<file path="config.mk">
export PLATFORM = sky130hd
export DESIGN_NAME = led_breathe
export DESIGN_NICKNAME = d
export VERILOG_FILES = /design/src/rtl/led_pkg.sv /design/src/rtl/led_pwm_core.sv /design/src/rtl/led_breathe.sv
export SDC_FILE = /design/constraint.sdc
export NUM_CORES = 1
export LEC_CHECK = 0
export BUFFER_PORTS_ARGS = -buffer_cell sky130_fd_sc_hd__buf_2
export CAP_MARGIN = 40
export CORE_MARGIN = 2
export CORE_UTILIZATION = 30
export CTS_CLUSTER_SIZE = 16
export DETAILED_ROUTE_END_ITERATION = 8
export GPL_ROUTABILITY_DRIVEN = 1
export PLACE_DENSITY = 0.54
export RECOVER_POWER = 100
export SKIP_LAST_GASP = 1
export SLEW_MARGIN = 20
export SYNTH_ARGS = -nofsm -noshare
export SYNTH_HDL_FRONTEND = slang
export SYNTH_HIERARCHICAL = 1
export SYNTH_SLANG_ARGS = --single-unit
</file>
<file path="constraint.sdc">
create_clock -name i_clk -period 1.95 [get_ports i_clk]
set_clock_uncertainty 0.15 [all_clocks]
set_input_delay 0.195 -clock i_clk [delete_from_list [all_inputs] [get_ports i_clk]]
set_output_delay 0.195 -clock i_clk [all_outputs]
set_load 0.005 [all_outputs]
</file>
<file path="src/rtl/led_pkg.sv">
// Shared definitions for the LED breathing block: FSM encodings and pin polarity.
package led_pkg;

    typedef enum logic [2:0] {
        ST_IDLE    = 3'd0,
        ST_RISE    = 3'd1,
        ST_HOLD_HI = 3'd2,
        ST_FALL    = 3'd3,
        ST_HOLD_LO = 3'd4
    } state_e;

    // Maps a logical "lit" to the pin value for the board's LED polarity.
    function automatic logic led_pin(input logic lit, input bit active_low);
        return lit ^ active_low;
    endfunction

endpackage

</file>
<file path="src/rtl/led_pwm_core.sv">
// Free-running PWM: counter, level compare, registered lit flag, per-pin polarity.
module led_pwm_core
    import led_pkg::*;
#(
    parameter int NUM_LEDS       = 6,
    parameter int PWM_BITS       = 8,
    parameter bit LED_ACTIVE_LOW = 1'b1
) (
    input  logic                i_clk,
    input  logic                i_rst,
    input  logic                i_run,
    input  logic [PWM_BITS-1:0] i_level,
    output logic [NUM_LEDS-1:0] o_led
);

    logic [PWM_BITS-1:0] pwm_cnt;
    logic                lit_q;

    always_ff @(posedge i_clk) begin
        if (i_rst || !i_run) begin
            pwm_cnt <= '0;
            lit_q   <= 1'b0;
        end else begin
            pwm_cnt <= pwm_cnt + 1'b1;
            lit_q   <= (pwm_cnt < i_level);
        end
    end

    for (genvar g = 0; g < NUM_LEDS; g++) begin : g_pin
        assign o_led[g] = led_pin(lit_q, LED_ACTIVE_LOW);
    end

endmodule

</file>
<file path="src/rtl/led_breathe.sv">
// Breathing LED: tick-driven rise/hold/fall/hold level sequencer feeding a PWM core.
module led_breathe
    import led_pkg::*;
#(
    parameter int NUM_LEDS       = 6,
    parameter int PWM_BITS       = 8,
    parameter int STEP           = 8,
    parameter int HOLD_TICKS     = 4,
    parameter bit LED_ACTIVE_LOW = 1'b1
) (
    input  logic                i_clk,
    input  logic                i_rst,
    input  logic                i_en,
    input  logic                i_tick,
    output logic [NUM_LEDS-1:0] o_led,
    output logic [PWM_BITS-1:0] o_level,
    output logic                o_peak,
    output logic                o_trough
);

    localparam int MAX_I = (1 << PWM_BITS) - 1;
    localparam int HC_W  = (HOLD_TICKS < 2) ? 1 : $clog2(HOLD_TICKS);

    localparam logic [PWM_BITS-1:0] MAX_V    = PWM_BITS'(MAX_I);
    localparam logic [PWM_BITS-1:0] STEP_V   = PWM_BITS'(STEP);
    localparam logic [PWM_BITS:0]   STEP_W   = (PWM_BITS+1)'(STEP);
    localparam logic [PWM_BITS:0]   MAX_W    = (PWM_BITS+1)'(MAX_I);
    localparam logic [HC_W-1:0]     HOLD_END = (HOLD_TICKS == 0) ? '0 : HC_W'(HOLD_TICKS - 1);
    localparam bit                  NO_HOLD  = (HOLD_TICKS == 0);

    if (STEP < 1 || STEP > MAX_I) begin : g_bad_step
        $error("led_breathe: STEP out of range 1..2^PWM_BITS-1");
    end

    state_e              state_q, state_d;
    logic [PWM_BITS-1:0] level_q, level_d;
    logic [HC_W-1:0]     hold_q, hold_d;
    logic                peak_d, trough_d;
    logic [PWM_BITS:0]   sum;
    logic                hold_done;

    // Widened by one bit so the saturation test can see overflow past MAX.
    assign sum       = {1'b0, level_q} + STEP_W;
    assign hold_done = NO_HOLD || (hold_q == HOLD_END);

    always_ff @(posedge i_clk) begin
        if (i_rst) begin
            state_q  <= ST_IDLE;
            level_q  <= '0;
            hold_q   <= '0;
            o_peak   <= 1'b0;
            o_trough <= 1'b0;
        end else begin
            state_q  <= state_d;
            level_q  <= level_d;
            hold_q   <= hold_d;
            o_peak   <= peak_d;
            o_trough <= trough_d;
        end
    end

    always_comb begin
        state_d  = state_q;
        level_d  = level_q;
        hold_d   = hold_q;
        peak_d   = 1'b0;
        trough_d = 1'b0;
        if (!i_en) begin
            state_d = ST_IDLE;
            level_d = '0;
            hold_d  = '0;
        end else begin
            unique case (state_q)
                ST_IDLE: begin
                    state_d = ST_RISE;
                    level_d = '0;
                    hold_d  = '0;
                end
                ST_RISE: if (i_tick) begin
                    if (sum >= MAX_W) begin
                        level_d = MAX_V;
                        hold_d  = '0;
                        state_d = ST_HOLD_HI;
                        peak_d  = 1'b1;
                    end else begin
                        level_d = sum[PWM_BITS-1:0];
                    end
                end
                ST_HOLD_HI: if (i_tick) begin
                    if (hold_done) state_d = ST_FALL;
                    else           hold_d  = hold_q + 1'b1;
                end
                ST_FALL: if (i_tick) begin
                    if (level_q <= STEP_V) begin
                        level_d  = '0;
                        hold_d   = '0;
                        state_d  = ST_HOLD_LO;
                        trough_d = 1'b1;
                    end else begin
                        level_d = level_q - STEP_V;
                    end
                end
                ST_HOLD_LO: if (i_tick) begin
                    if (hold_done) state_d = ST_RISE;
                    else           hold_d  = hold_q + 1'b1;
                end
                default: begin
                    state_d = ST_IDLE;
                    level_d = '0;
                    hold_d  = '0;
                end
            endcase
        end
    end

    assign o_level = level_q;

    led_pwm_core #(
        .NUM_LEDS      (NUM_LEDS),
        .PWM_BITS      (PWM_BITS),
        .LED_ACTIVE_LOW(LED_ACTIVE_LOW)
    ) u_pwm (
        .i_clk  (i_clk),
        .i_rst  (i_rst),
        .i_run  (i_en && (state_q != ST_IDLE)),
        .i_level(level_q),
        .o_led  (o_led)
    );

endmodule

</file>
* Word level (Yosys, flattened, before mapping)
Cells that the tools add are included.
** Storage, ports and cells
- Register bits after elaboration :: 24
- Bits of input ports :: 4
- Output and inout port bits :: 16
** Cells by class
- $add $sub $neg :: 4
- Magnitude comparators :: 3
- Equality and inequality tests :: 15
- Multiplexer cells :: 23
- Bitwise operators :: 6
- Reduce and logical (&&, ||, !) cells :: 12
** Operators with widths (number)
- 2-to-1 mux 8 bit :: 4
- 2-to-1 mux 3 bit :: 8
- case mux 8 bit (3 select lines) :: 1
- inequality test 2 bit (second input constant) :: 9
- case mux 3 bit (5 select lines) :: 1
- 2-to-1 mux 2 bit :: 6
- adder 8 x 4 -> 9 bit (second input constant) :: 1
- >= comparator 9 x 8 -> 1 bit (second input constant) :: 1
- adder 8 x 1 -> 8 bit (second input constant) :: 1
- less-or-equal comparator 8 x 4 -> 1 bit (second input constant) :: 1
- < comparator 8 bit :: 1
- AND reduction 8 bit :: 1
- OR reduction 4 bit :: 2
- subtractor 8 x 4 -> 8 bit (second input constant) :: 1
- equality test 3 x 2 -> 1 bit (second input constant) :: 2
- NOT 1 bit :: 6
- case mux 2 bit (3 select lines) :: 1
- AND reduction 6 bit :: 1
- OR reduction 2 bit :: 2
- equality test 3 x 1 -> 1 bit (second input constant) :: 1
- equality test 3 bit (second input constant) :: 1
- zero test 3 bit :: 1
- AND reduction 3 bit :: 1
- nonzero test 3 bit :: 1
- other kinds (7) :: 8

* Logic depth before layout (Yosys ltp)
- Word-level depth :: 5
- Depth in mapped cells :: 7

* Cells and area by module
The synthesis kept the hierarchy.
** Modules (own cells, without submodules)
- led_breathe :: times used 1, cells an instance 118, area an instance 934.6 µm²
- led_pwm_core :: times used 1, cells an instance 68, area an instance 563.0 µm²

* Worst setup path after synthesis
Ideal clock, no wire load.
- Path type :: reg-to-reg
- Start :: register level_q[3] (netlist: o_level[3])
- End :: register state_q[1]
- Library setup time :: 103 ps
- Arrival time :: 1803 ps
- Setup slack :: -107 ps
- Stages on the path, launching flop included :: 7
- Buffers on the path :: 0
- Clock period less this slack :: 2057 ps
- Path through :: dfxtp_1 -> inv_1 -> ha_1 -> nor2b_1 -> o2111ai_2 -> a211o_1 -> a2111oi_2
** Between the ends
- Word-level cells in the longest chain between the ends :: 4
** Ends and longest elaborated chain
- start: declaration :: line led_breathe.sv:36 : logic [PWM_BITS-1:0] level_q, level_d;
- start signal: assignment :: line led_breathe.sv:55 : level_q <= level_d;
- adder 8 x 4 -> 9 bit :: line led_breathe.sv:43 : assign sum = {1'b0, level_q} + STEP_W;
- >= comparator 9 x 8 -> 1 bit :: line led_breathe.sv:80 : if (sum >= MAX_W) begin
- inequality test 2 bit (no source line)
- AND reduction 8 bit (no source line) (*)
- end signal: assignment :: line led_breathe.sv:54 : state_q <= state_d;
- end: declaration :: line led_breathe.sv:35 : state_e state_q, state_d;
Every way passes the cells marked *; elsewhere a longest branch is shown, timed or not.
A chain may end at the register's enable or synchronous reset.

* Worst setup path in the final report
Same ends and word-level chain as after synthesis.

==> qor.yml <==
status:
  outcome: "completed"
layout:
  fin_nets: 231
  drive_above_1_share_pct: 27.1
  diodes: 0
  syn2layout_area_growth_pct: 24.8
  final_common_cell: "dfxtp_1"
  final_cell_area_sq_mm: 0.00187
  final_cell_mix: "dfxtp_1, buf_4, nand2_1, nor2_1, buf_2"
  final_util_pct: 39.3
  n_fill_cell: 526
synthesis:
  ys_ff_latch: 22
  syn_nets: 202
  yosysWarnings: 6
  syn_inst: 186
  ys_seq_area_share_pct: 29.4
  synth_edf_count: 0
  synth_cell_type_count: 44
  syn_area_sq_mm: 0.00150
  avgSynthCellArea_sq_um: 8.05
  async_flop_share_pct: 0
  ys.flop_type: "dfxtp_1"
grt:
  globalRoute.totalOverflow: 0
  antenna_found_initial: 0
  first_global_vias: 1224
  grt_pass1_wl_microns: 5580
  grt_use_total_pct: 12.9
  grt_max_degree: 14
power_and_ir_drop:
  p_sw_uw: 200
  switching_share_pct: 22.3
  vdd_drop_max_v: 0.000276
  seqPwrFrac_pct: 50.6
  power_density_mw_per_mm2: 478
  comb_power_share_pct: 5.5
  clockPowerShare_pct: 43.8
  cellLeakagePower_uw: 0.000700
  power.internal_uw: 694
worst_setup_path:
  reg2reg_depth: 6
  reg2reg_setup_slack_ns: 0.06
  worstPathMaxFanout: 4
  required_ns: 1.98
  worstReg2RegStart: "o_level[3]"
  setup.worst_path.class: "flop to flop"
  cp.arrival_ns: 1.93
  cp-start-kind: "flop"
  r2r-end: "state_q[1]"
  crit_path_end_kind: "flop"
floorplanning:
  die_h_microns: 74.7
  fp.dieW_microns: 74.7
  initial_core_util_pct: 31.5
  core_area_sq_mm: 0.00475
  rows: 25
  fp.dieArea_sq_mm: 0.00557
  boundaryPins: 20
sta:
  final.setup.tns_ns: 0
  final.period_utilization_pct: 97.1
  rsz0062_at_grt: "yes"
  setup-violations-final: 0
  maxSlewViolCount: 0
  relSlewSlack_pct: 73.3
  whs_ns: 0.130
  tightest_slew_ns: 0.400
  layout_min_cycle_time_ns: 1.89
  fmax_ghz: 0.528
  hold_violations: 0
routing:
  drtIter0Drc: 40
  ant_nets: 0
  drtPass1Iterations: 4
  vias: 1350
  wl_microns: 3410
  drc: 0
  avgRoutedWirePerCell_microns: 12.1
  vias_per_cell: 4.80
placement:
  io_buffers: 19
  place_area_sq_mm: 0.00171
  gp_congestion: 0.822
  dpl.hpwl_microns: 2650
cts:
  numCtsBuffers: 3
  cts_root_buf: "clkbuf_8"
  cts_tree: "yes"
  clock_sinks: 22
  clk_path_buf_depth: 2
  path_clk_slew_ns: 0.09
  clk_latency_ns: 0.27
  cts-htree-levels: 1
  cts_hold_buf: 0
worst_hold_path:
  hold_path_class: "input port to flop"
  hold_end: "o_peak"
  hold_path_depth: 2
  min_from: "i_tick"
job:
  cap_violations: 0
## through the flow
step | std cells | setup slack, ns | total power [uW]
2_1_floorplan | 186 | 0.0239 | 492
3_3_place_gp | 273 | 0.0314 | 510
3_5_place_dp | 273 | 0.00613 | 510
4_1_cts | 277 | 0.00298 | 902
5_1_grt | 281 | -0.0403 | 929
6_report | 281 | 0.0561 | 894
## critical path: stages, from the launching register on
cell and delay, ns:
dfxtp_4 0.37, inv_2 0.05, ha_4 0.26, nor2b_4 0.15
o2111ai_4 0.17, a211o_1 0.37, a2111oi_4 0.28
## timing repair
item / in CTS / in global routing
pin swaps: 1 / 5
gates resized for setup: 0 / 14
endpoints found under the setup margin: 1 / 10
buffers inserted: 0 / 4
## power by group through the flow
stage | Sequential (uW) | Clock, uW | Combinational (uW)
finish | 452 | 392 | 49.5
global route | 453 | 421 | 55.2
CTS | 452 | 403 | 47.4
detailed placement | 463 | 0 | 47.3
global placement | 463 | 0 | 47.5
floorplan | 461 | 0 | 30.6
## cell usage after synthesis (all sizes together) (2+ instances only)
cell | number | share of area (%)
nor3 | 7 | 2.3
clkbuf | 4 | 1.0
nand4 | 4 | 2.1
nand2b | 5 | 2.1
nor2b | 8 | 3.3
nand3 | 7 | 2.3
nand2 | 18 | 4.5
xnor2 | 3 | 1.8
a211oi | 3 | 1.8
dfxtp | 22 | 29
o22ai | 2 | 0.84
o2111ai | 2 | 1.6
ha | 12 | 10
a21oi | 8 | 2.7
nor2 | 16 | 4.5
or3 | 4 | 1.7
buf | 10 | 4.9
inv | 14 | 3.5
and3 | 2 | 0.84
xor2 | 4 | 2.8
mux2i | 3 | 2.0
o21ai | 13 | 4.6
a2111oi | 2 | 2.0
## layout make-up
cell class                 instances  area, sq um  share of cell area, %
tap                               67         83.8                   4.48
sequential                        22          445                   23.8
timing repair buffer              38          231                   12.4
inverter                          14         52.6                   2.81
clock buffer                       4         66.3                   3.55
multi-input combinational        136          990                   52.9
## per-layer routing
layer / wire [microns] / share of wire, % / vias to the layer above / GRT usage [%]
met5: 0 / 0 / - / 0
li1: - / - / 700 / -
met1: 1640 / 48 / 612 / 17.6
met2: 1570 / 46 / 31 / 20.6
met3: 112 / 3.3 / 7 / 1.61
met4: 82 / 2.4 / 0 / 5.75
## cell families (layout without fill, tap and decap cells)
| family | count (synthesis) | after routing | synth area share, % |
|---|---|---|---|
| simple gates | 75 | 75 | 26.0 |
| flops | 22 | 22 | 29.4 |
| fa+ha+maj | 13 | 13 | 10.7 |
| buf+inv | 28 | 56 | 9.44 |
| xor+xnor | 7 | 7 | 4.60 |
| compound gates | 38 | 38 | 17.9 |
| mux | 3 | 3 | 2.01 |
## registers in the layout (all words and copies together) (netlist names)
name	cells
hold_q	2
o_level	6
o_peak	1
o_trough	1
state_q	3
u_pwm/lit_q	1
u_pwm/pwm_cnt	8
## worst max-delay path by stage
stage,from,endpoint,slack [ns],cells past startpoint
after detailed placement,o_level[3],state_q[1],0.006,6
after CTS,o_level[3],hold_q[0],0.003,7
final,o_level[3],state_q[1],0.06,6
after global placement,o_level[4],o_level[1],0.03,6
after floorplan,o_level[3],state_q[1],0.02,6
after global routing,o_level[4],state_q[1],-0.04,6
Power figures use the tool's default switching activity.
